[src/rtl/pipeline_hazard_ctrl_if.sv]
// Bundle of hazard-relevant pipeline-register fields and the controls driven
// back to the pipeline registers and the PC.
interface pipeline_hazard_ctrl_if #(
    parameter int REG_W = 5,
    parameter int CNT_W = 32
);
    logic [31:0]      ifid_instr;
    logic             idex_memread;
    logic [REG_W-1:0] idex_rd;
    logic             ex_branch_tkn;
    logic             exmem_memread;
    logic             exmem_memwrite;
    logic             dmem_ready;

    logic             pc_write;
    logic             ifid_write;
    logic             ifid_flush;
    logic             idex_write;
    logic             idex_flush;
    logic             exmem_write;
    logic             memwb_bubble;
    logic [CNT_W-1:0] stall_cnt;
    logic [CNT_W-1:0] flush_cnt;
    logic             mem_timeout;

    // Pipeline side: presents register fields, consumes controls
    modport master (
        output ifid_instr, idex_memread, idex_rd, ex_branch_tkn,
               exmem_memread, exmem_memwrite, dmem_ready,
        input  pc_write, ifid_write, ifid_flush, idex_write, idex_flush,
               exmem_write, memwb_bubble, stall_cnt, flush_cnt, mem_timeout
    );

    // Controller side
    modport slave (
        input  ifid_instr, idex_memread, idex_rd, ex_branch_tkn,
               exmem_memread, exmem_memwrite, dmem_ready,
        output pc_write, ifid_write, ifid_flush, idex_write, idex_flush,
               exmem_write, memwb_bubble, stall_cnt, flush_cnt, mem_timeout
    );
endinterface

[src/rtl/pipeline_hazard_ctrl.sv]
// Hazard controller for a 5-stage pipeline: load-use bubbles, taken-branch
// squash, variable-latency data-memory freeze, saturating perf counters and a
// sticky memory-timeout flag.
module pipeline_hazard_ctrl #(
    parameter int REG_W       = 5,
    parameter int CNT_W       = 32,
    parameter int MEM_TIMEOUT = 255
) (
    input  logic                   clk,
    input  logic                   reset,
    pipeline_hazard_ctrl_if.slave  bus
);
    localparam logic [0:0] RUN      = 1'b0;
    localparam logic [0:0] MEM_WAIT = 1'b1;

    localparam int               WAIT_W   = $clog2(MEM_TIMEOUT + 1);
    localparam logic [WAIT_W-1:0] WAIT_MAX = WAIT_W'(MEM_TIMEOUT);
    localparam logic [WAIT_W-1:0] WAIT_ONE = WAIT_W'(1);
    localparam logic [CNT_W-1:0]  CNT_MAX  = '1;

    logic [0:0]        state_reg, state_next;
    logic [WAIT_W-1:0] wait_cnt_reg, wait_cnt_next;
    logic [CNT_W-1:0]  stall_cnt_reg, stall_cnt_next;
    logic [CNT_W-1:0]  flush_cnt_reg, flush_cnt_next;
    logic              mem_timeout_reg, mem_timeout_next;

    logic [REG_W-1:0]  rs1, rs2;
    logic              mem_access, freeze, load_use, branch;
    logic              pc_write, ifid_write, ifid_flush, idex_write;
    logic              idex_flush, exmem_write, memwb_bubble;

    // Source fields are compared regardless of opcode (conservative match)
    assign rs1        = REG_W'(bus.ifid_instr[19:15]);
    assign rs2        = REG_W'(bus.ifid_instr[24:20]);
    assign mem_access = bus.exmem_memread | bus.exmem_memwrite;
    assign freeze     = mem_access & ~bus.dmem_ready;
    assign branch     = bus.ex_branch_tkn & ~freeze;
    assign load_use   = bus.idex_memread & (bus.idex_rd != '0) &
                        ((bus.idex_rd == rs1) | (bus.idex_rd == rs2));

    // Mealy control outputs: reset > freeze > taken branch > load-use > normal
    always_comb begin
        pc_write     = 1'b1;
        ifid_write   = 1'b1;
        ifid_flush   = 1'b0;
        idex_write   = 1'b1;
        idex_flush   = 1'b0;
        exmem_write  = 1'b1;
        memwb_bubble = 1'b0;
        if (!reset) begin
            pc_write     = 1'b0;
            ifid_write   = 1'b0;
            ifid_flush   = 1'b1;
            idex_write   = 1'b0;
            idex_flush   = 1'b1;
            exmem_write  = 1'b0;
            memwb_bubble = 1'b1;
        end else if (freeze) begin
            // All stages hold; pending branch/load-use re-evaluate after release
            pc_write     = 1'b0;
            ifid_write   = 1'b0;
            idex_write   = 1'b0;
            exmem_write  = 1'b0;
            memwb_bubble = 1'b1;
        end else if (bus.ex_branch_tkn) begin
            // Squash the two younger instructions; a load-use consumer dies here too
            ifid_flush   = 1'b1;
            idex_flush   = 1'b1;
        end else if (load_use) begin
            // Hold PC and IF/ID for one cycle, inject a single bubble into ID/EX
            pc_write     = 1'b0;
            ifid_write   = 1'b0;
            idex_flush   = 1'b1;
        end
    end

    // Next-state: memory-wait tracking, timeout detection, saturating counters
    always_comb begin
        state_next       = state_reg;
        wait_cnt_next    = wait_cnt_reg;
        mem_timeout_next = mem_timeout_reg;
        stall_cnt_next   = stall_cnt_reg;
        flush_cnt_next   = flush_cnt_reg;
        if (freeze) begin
            if (state_reg == RUN) begin
                state_next    = MEM_WAIT;
                wait_cnt_next = WAIT_ONE;
            end else if (wait_cnt_reg != WAIT_MAX) begin
                wait_cnt_next = wait_cnt_reg + WAIT_ONE;
            end
            if (wait_cnt_next == WAIT_MAX) begin
                mem_timeout_next = 1'b1;
            end
        end else begin
            state_next    = RUN;
            wait_cnt_next = '0;
        end
        if (!pc_write && (stall_cnt_reg != CNT_MAX)) begin
            stall_cnt_next = stall_cnt_reg + 1'b1;
        end
        if (branch && (flush_cnt_reg != CNT_MAX)) begin
            flush_cnt_next = flush_cnt_reg + 1'b1;
        end
    end

    // State and counter registers with asynchronous active-low reset
    always_ff @(posedge clk or negedge reset) begin
        if (!reset) begin
            state_reg       <= RUN;
            wait_cnt_reg    <= '0;
            stall_cnt_reg   <= '0;
            flush_cnt_reg   <= '0;
            mem_timeout_reg <= 1'b0;
        end else begin
            state_reg       <= state_next;
            wait_cnt_reg    <= wait_cnt_next;
            stall_cnt_reg   <= stall_cnt_next;
            flush_cnt_reg   <= flush_cnt_next;
            mem_timeout_reg <= mem_timeout_next;
        end
    end

    assign bus.pc_write     = pc_write;
    assign bus.ifid_write   = ifid_write;
    assign bus.ifid_flush   = ifid_flush;
    assign bus.idex_write   = idex_write;
    assign bus.idex_flush   = idex_flush;
    assign bus.exmem_write  = exmem_write;
    assign bus.memwb_bubble = memwb_bubble;
    assign bus.stall_cnt    = stall_cnt_reg;
    assign bus.flush_cnt    = flush_cnt_reg;
    assign bus.mem_timeout  = mem_timeout_reg;
endmodule

[src/flat_wrapper.sv]
// flat-port wrapper written by rule: the top's interface ports become plain ports
module pipeline_hazard_ctrl_flat 
#(
    parameter int REG_W       = 5,
    parameter int CNT_W       = 32,
    parameter int MEM_TIMEOUT = 255
)
  (clk, reset, bus_ifid_instr, bus_idex_memread, bus_idex_rd, bus_ex_branch_tkn, bus_exmem_memread, bus_exmem_memwrite, bus_dmem_ready, bus_pc_write, bus_ifid_write, bus_ifid_flush, bus_idex_write, bus_idex_flush, bus_exmem_write, bus_memwb_bubble, bus_stall_cnt, bus_flush_cnt, bus_mem_timeout);
  pipeline_hazard_ctrl_if #(.REG_W(REG_W), .CNT_W(CNT_W)) bus_i ();
  input  logic clk;
  input  logic reset;
  input wire logic [$bits(bus_i.ifid_instr)-1:0] bus_ifid_instr;
  input wire logic [$bits(bus_i.idex_memread)-1:0] bus_idex_memread;
  input wire logic [$bits(bus_i.idex_rd)-1:0] bus_idex_rd;
  input wire logic [$bits(bus_i.ex_branch_tkn)-1:0] bus_ex_branch_tkn;
  input wire logic [$bits(bus_i.exmem_memread)-1:0] bus_exmem_memread;
  input wire logic [$bits(bus_i.exmem_memwrite)-1:0] bus_exmem_memwrite;
  input wire logic [$bits(bus_i.dmem_ready)-1:0] bus_dmem_ready;
  output wire logic [$bits(bus_i.pc_write)-1:0] bus_pc_write;
  output wire logic [$bits(bus_i.ifid_write)-1:0] bus_ifid_write;
  output wire logic [$bits(bus_i.ifid_flush)-1:0] bus_ifid_flush;
  output wire logic [$bits(bus_i.idex_write)-1:0] bus_idex_write;
  output wire logic [$bits(bus_i.idex_flush)-1:0] bus_idex_flush;
  output wire logic [$bits(bus_i.exmem_write)-1:0] bus_exmem_write;
  output wire logic [$bits(bus_i.memwb_bubble)-1:0] bus_memwb_bubble;
  output wire logic [$bits(bus_i.stall_cnt)-1:0] bus_stall_cnt;
  output wire logic [$bits(bus_i.flush_cnt)-1:0] bus_flush_cnt;
  output wire logic [$bits(bus_i.mem_timeout)-1:0] bus_mem_timeout;
  assign bus_i.ifid_instr = bus_ifid_instr;
  assign bus_i.idex_memread = bus_idex_memread;
  assign bus_i.idex_rd = bus_idex_rd;
  assign bus_i.ex_branch_tkn = bus_ex_branch_tkn;
  assign bus_i.exmem_memread = bus_exmem_memread;
  assign bus_i.exmem_memwrite = bus_exmem_memwrite;
  assign bus_i.dmem_ready = bus_dmem_ready;
  assign bus_pc_write = bus_i.pc_write;
  assign bus_ifid_write = bus_i.ifid_write;
  assign bus_ifid_flush = bus_i.ifid_flush;
  assign bus_idex_write = bus_i.idex_write;
  assign bus_idex_flush = bus_i.idex_flush;
  assign bus_exmem_write = bus_i.exmem_write;
  assign bus_memwb_bubble = bus_i.memwb_bubble;
  assign bus_stall_cnt = bus_i.stall_cnt;
  assign bus_flush_cnt = bus_i.flush_cnt;
  assign bus_mem_timeout = bus_i.mem_timeout;
  pipeline_hazard_ctrl #(.REG_W(REG_W), .CNT_W(CNT_W), .MEM_TIMEOUT(MEM_TIMEOUT)) u_core (.clk(clk), .reset(reset), .bus(bus_i));
endmodule
[config.mk]
export PLATFORM = sky130hd
export DESIGN_NAME = pipeline_hazard_ctrl_flat
export DESIGN_NICKNAME = d
export VERILOG_FILES = /design/src/rtl/pipeline_hazard_ctrl_if.sv /design/src/rtl/pipeline_hazard_ctrl.sv /design/src/flat_wrapper.sv
export SDC_FILE = /design/constraint.sdc
export NUM_CORES = 1
export LEC_CHECK = 0
export CAP_MARGIN = 15
export CORE_MARGIN = 2
export CORE_UTILIZATION = 30
export CTS_CLUSTER_DIAMETER = 80
export DETAILED_ROUTE_END_ITERATION = 16
export HOLD_SLACK_MARGIN = 0.12
export SLEW_MARGIN = 20
export SYNTH_ARGS = -nofsm -noshare
export SYNTH_HDL_FRONTEND = slang
export SYNTH_SLANG_ARGS = --single-unit
[constraint.sdc]
create_clock -name clk -period 2.01 [get_ports clk]
set_input_delay 0.402 -clock clk [delete_from_list [all_inputs] [get_ports clk]]
set_output_delay 0.402 -clock clk [all_outputs]
set_load 0.01 [all_outputs]
# ---- After elaboration in Yosys (flattened, before gate mapping)
# Cells that the tools add are included.
dict set report classes {
  n_reduce_logical 5
  bitwise 8
  n_addsub 3
  n_eq_ne 6
  mux 19
}
# op n
set ops {}
lappend ops {{$add 32x1->32 const B} 2}
lappend ops {{$ne 32x32->1 const B} 2}
lappend ops {{$mux 8} 4}
lappend ops {{$mux 1} 15}
lappend ops {{$eq 5x5->1} 2}
lappend ops {{$add 8x1->8 const B} 1}
lappend ops {{$eq 8x8->1 const B} 1}
lappend ops {{$ne 8x8->1 const B} 1}
lappend ops {{$reduce_bool 5->1} 1}
lappend ops {{$and 1x1->1} 4}
lappend ops {{$logic_and 1x1->1} 2}
lappend ops {{$not 1->1} 2}
lappend ops {{$or 1x1->1} 2}
lappend ops {{$reduce_and 2->1} 1}
lappend ops {{$logic_not 1->1} 1}
dict set report word_totals {
  regBits 74
  input_bits 44
  out_inout_bits 72
}

# ---- Longest topological paths before layout
dict set report logic_depth {
  depth_word 9
  ltp_mapped 8
}

# ---- Worst setup path before layout
# OpenSTA, ideal clock, no wires.
dict set report synth_timing {
  path_type {input -> output}
  from {input port bus_idex_rd[0]}
  to {output port bus_pc_write}
  arrival_ns 1.816
  slack_ns -0.208
  required_time_ns 1.608
  cell_stages 5
  path_cell_list {or4_1 o21ai_0 nor2_1 a21oi_1 buf_4}
}
dict set report synth_between {
  elab_chain_len 7
  word_cells_on_any_way 10
  classes_between {2 x eq/ne; 4 x mux; 3 x bitwise; 1 x reduce/logical}
}
# element line
set synth_lines {}
lappend synth_lines {{from (decl)} flat_wrapper.sv:14} ;# input wire logic [$bits(bus_i.idex_rd)-1:0] bus_idex_rd;
lappend synth_lines {{$eq 5x5->1 or $reduce_bool 5->1 (tied branches)} {pipeline_hazard_ctrl.sv:39, pipeline_hazard_ctrl.sv:38}}
lappend synth_lines {{$or 1x1->1 or $and 1x1->1 (tied branches)} {pipeline_hazard_ctrl.sv:39, pipeline_hazard_ctrl.sv:38}}
lappend synth_lines {{$and 1x1->1 (*)} pipeline_hazard_ctrl.sv:38} ;# assign load_use = bus.idex_memread & (bus.idex_rd != '0) &
lappend synth_lines {{$mux 1 (*) (4 in series)} --}
lappend synth_lines {{to (decl)} flat_wrapper.sv:19} ;# output wire logic [$bits(bus_i.pc_write)-1:0] bus_pc_write;
# Every way passes the cells marked *; elsewhere a longest branch is shown, timed or not.

# ---- Worst setup path in the final report
dict set report layout_timing {
  from {input port bus_idex_rd[4]}
  to {output port bus_idex_flush}
}
dict set report layout_between {
  elab_chain_len 7
  word_cells_on_any_way 10
  classes_between {2 x eq/ne; 4 x mux; 3 x bitwise; 1 x reduce/logical}
}
# element line
set layout_lines {}
lappend layout_lines {{$eq 5x5->1 or $reduce_bool 5->1 (tied branches)} {pipeline_hazard_ctrl.sv:39, pipeline_hazard_ctrl.sv:38}}
lappend layout_lines {{$or 1x1->1 or $and 1x1->1 (tied branches)} {pipeline_hazard_ctrl.sv:39, pipeline_hazard_ctrl.sv:38}}
lappend layout_lines {{$and 1x1->1 (*)} pipeline_hazard_ctrl.sv:38}
lappend layout_lines {{$mux 1 (*)} pipeline_hazard_ctrl.sv:69} ;# end else if (load_use) begin
lappend layout_lines {{$mux 1 (*)} pipeline_hazard_ctrl.sv:65} ;# end else if (bus.ex_branch_tkn) begin
lappend layout_lines {{$mux 1 (*)} pipeline_hazard_ctrl.sv:58} ;# end else if (freeze) begin
lappend layout_lines {{$mux 1 (*)} pipeline_hazard_ctrl.sv:50} ;# if (!reset) begin
lappend layout_lines {{to (decl)} flat_wrapper.sv:23} ;# output wire logic [$bits(bus_i.idex_flush)-1:0] bus_idex_flush;
# Marks and branches as above.

==> flow_summary.ini <==
[worst_setup_path]
worstPathArrival_ns = 1.61
end_kind = primary output
cp.required_ns = 1.61
worstSetupPathType = primary input to primary output
cp_max_fo = 2
start_kind = primary input

[synth]
synth_top_area_frac = 0.495
syn_nets = 415
syn_inst = 368
synth-main-ff-cell = dfrtp_1
synth.top_cells.by_area = dfrtp_1 49%, xnor2_1 9.8%, xor2_1 7.7%
synth_seq_area_share = 0.495
synthArstFlopShare = 1.00
synth-seq-cells = 74
synthesis.yosys.warnings = 0
synth.distinct_cells = 44
synth_enable_flop_cells = 0
syn_area_per_cell_um2 = 10.2
synth_area_um2 = 3740
synth.largest_area_cell = dfrtp_1

[clocking]
cts-root-buf = clkbuf_16
clkSinkCount = 74
htreeDepth = 3
cts_tree = done
clk_pin_slew_worst_paths_ns = 0.06
clk_path_buf_depth = 2
numCtsBuffers = 9
insertion_delay_ns = 0.33

[sta]
hold_viol = 0
max-slew-margin-rel = 0.420
skew_ns = 0.00620
fmaxAchievable_mhz = 496
rsz0062_at_grt = true
fin_crit_sh = 1.00
tightest_slew_ns = 0.870
setup_viol = 1
fin_ws_ns = -0.00438
min_period_ns = 2.01
slew_viol_final = 0

[floorplanning]
rows = 40
coreArea_um2 = 12100
num_io_pins = 116
die_h_um = 116
dieArea_um2 = 13400
die_x_um = 116
start_util = 0.309

[place]
hpwl_mm = 7.17
place_congestion = 0.830
portBuffers = 93
pre_cts_slack_ns = -0.787

[outcome]
failed_checks = setup timing
status = complete, but fails checks

[global_routing]
grt-ovfl-total = 0
grt_pass1_wl_mm = 16.3
antenna_found_initial = 0
grt_pass1_vias = 3355
grtUsageTotal = 0.155
grt_max_degree = 69

[final_layout]
drive_above_1_share = 0.264
fill_cells = 1147
area_growth_pct = 60.7
num_antenna_cells = 0
seq_area_um2 = 1850
multi_input_area_um2 = 1990
final_util = 0.497
layout.nets = 596

[pwr]
p_per_area_nw_per_um2 = 812
finalPower_uw = 4890
leakage_uw = 0.00268
ir_worst_vdd_uv = 496

[drt]
wl_per_cell_um = 14.0
drtIter0Drc = 143
via_per_inst = 4.64
drtPass1Iterations = 4
route.detailed.drc = 0
num_vias = 3350
wl_mm = 10.1
ant_nets = 0

[min_path]
hold_class = primary input to asynchronous set/reset pin

[job]
maxCapViolCount = 0
[through the flow]
step	area, um2	hold WS (ns)	cells	TNS [ns]
floorplan	3770	0.106	368	-0.0136
global placement	5420	0.357	695	-24.98
detailed placement	5420	0.358	695	-25.66
CTS	5890	0.371	719	-0.0153
global route	6020	0.414	722	-0.214
finish	6020	0.333	722	-0.00438
[cells by family after synthesis]
logic type / synth area share
and+or+nand+nor: 0.239
xor gates and xnor gates: 0.175
AOI/OAI and AO/OA: 0.0424
buffers and inverters: 0.0264
adders and majority gates: 0.0100
muxes: 0.0117
DFF: 0.495
[what timing repair did]
action / in CTS / in global routing
setup endpoints to repair: 37 / 39
hold buffers: 1 / 0
pin swaps: 17 / 12
gates resized for setup: 61 / 21
endpoints found under the hold margin: 6 / 0
setup buffers: 6 / 3
gates cloned: 1 / 0
[cell type report]
cell class / count / share of cell area
Tap cell: 168 / 0.0349
Inverter: 13 / 0.00873
Clock inverter: 7 / 0.0193
Multi-Input combinational cell: 275 / 0.330
Clock buffer: 9 / 0.0374
Timing Repair Buffer: 176 / 0.262
Sequential cell: 74 / 0.308
[per-layer routing]
layer / track usage / wire [um]
met5: 0 / 0
met1: 0.216 / 4760
met4: 0.0476 / 116
met3: 0.0324 / 460
met2: 0.243 / 4760
[where the power goes]
part	internal [uW]	switching (uW)
clock network	1210	632
registers	1640	114
logic	724	566
total	3580	1310
[critical path, cell delays in order]
cell     delay, ns
buf_6         0.09
or4_4         0.52
o21ai_2       0.14
buf_4         0.14
nor2_2        0.03
a21o_1        0.15
buf_2         0.13
[cell usage in the layout, fill, tap and decap left out, types with 16 or more instances in the layout]
cell type / instances
nor3_1: 16
nor2_1: 22
buf_4: 76
xor2_1: 33
nand3_1: 33
dfrtp_1: 74
nand2_1: 37
nand4_1: 17
clkdlybuf4s50_1: 67
xnor2_1: 39
[cells in the mapped netlist, types with 2 or more instances]
cell type,n
a21oi_1,8
xor2_1,33
clkbuf_1,2
dfrtp_1,74
o21ai_0,3
nor4_1,9
and2_1,3
buf_4,2
nand2b_1,2
buf_6,2
nor3_2,2
nand2_1,38
o21bai_1,2
and4_1,3
nor3_1,22
ha_1,3
and3_1,5
xnor2_1,42
nor2_1,23
inv_1,13
o22ai_1,3
nand4_1,17
nand3_1,34
mux2_2,3
[worst paths after layout]
path                       cells past startpoint                       end  slack, ns                     from
max                                            7            bus_idex_flush     -0.004           bus_idex_rd[4]
min reg2reg                                    1    u_core.wait_cnt_reg[0]       0.47         u_core.state_reg
max in group asynchronous                      2   u_core.bus.stall_cnt[3]       1.13                    reset
min                                            2  u_core.bus.flush_cnt[18]       0.33                    reset
max reg2reg                                   10  u_core.bus.stall_cnt[10]       0.07  u_core.bus.stall_cnt[0]
min in group clk                               1    u_core.wait_cnt_reg[0]       0.47         u_core.state_reg
(Power assumes the default switching activity.)
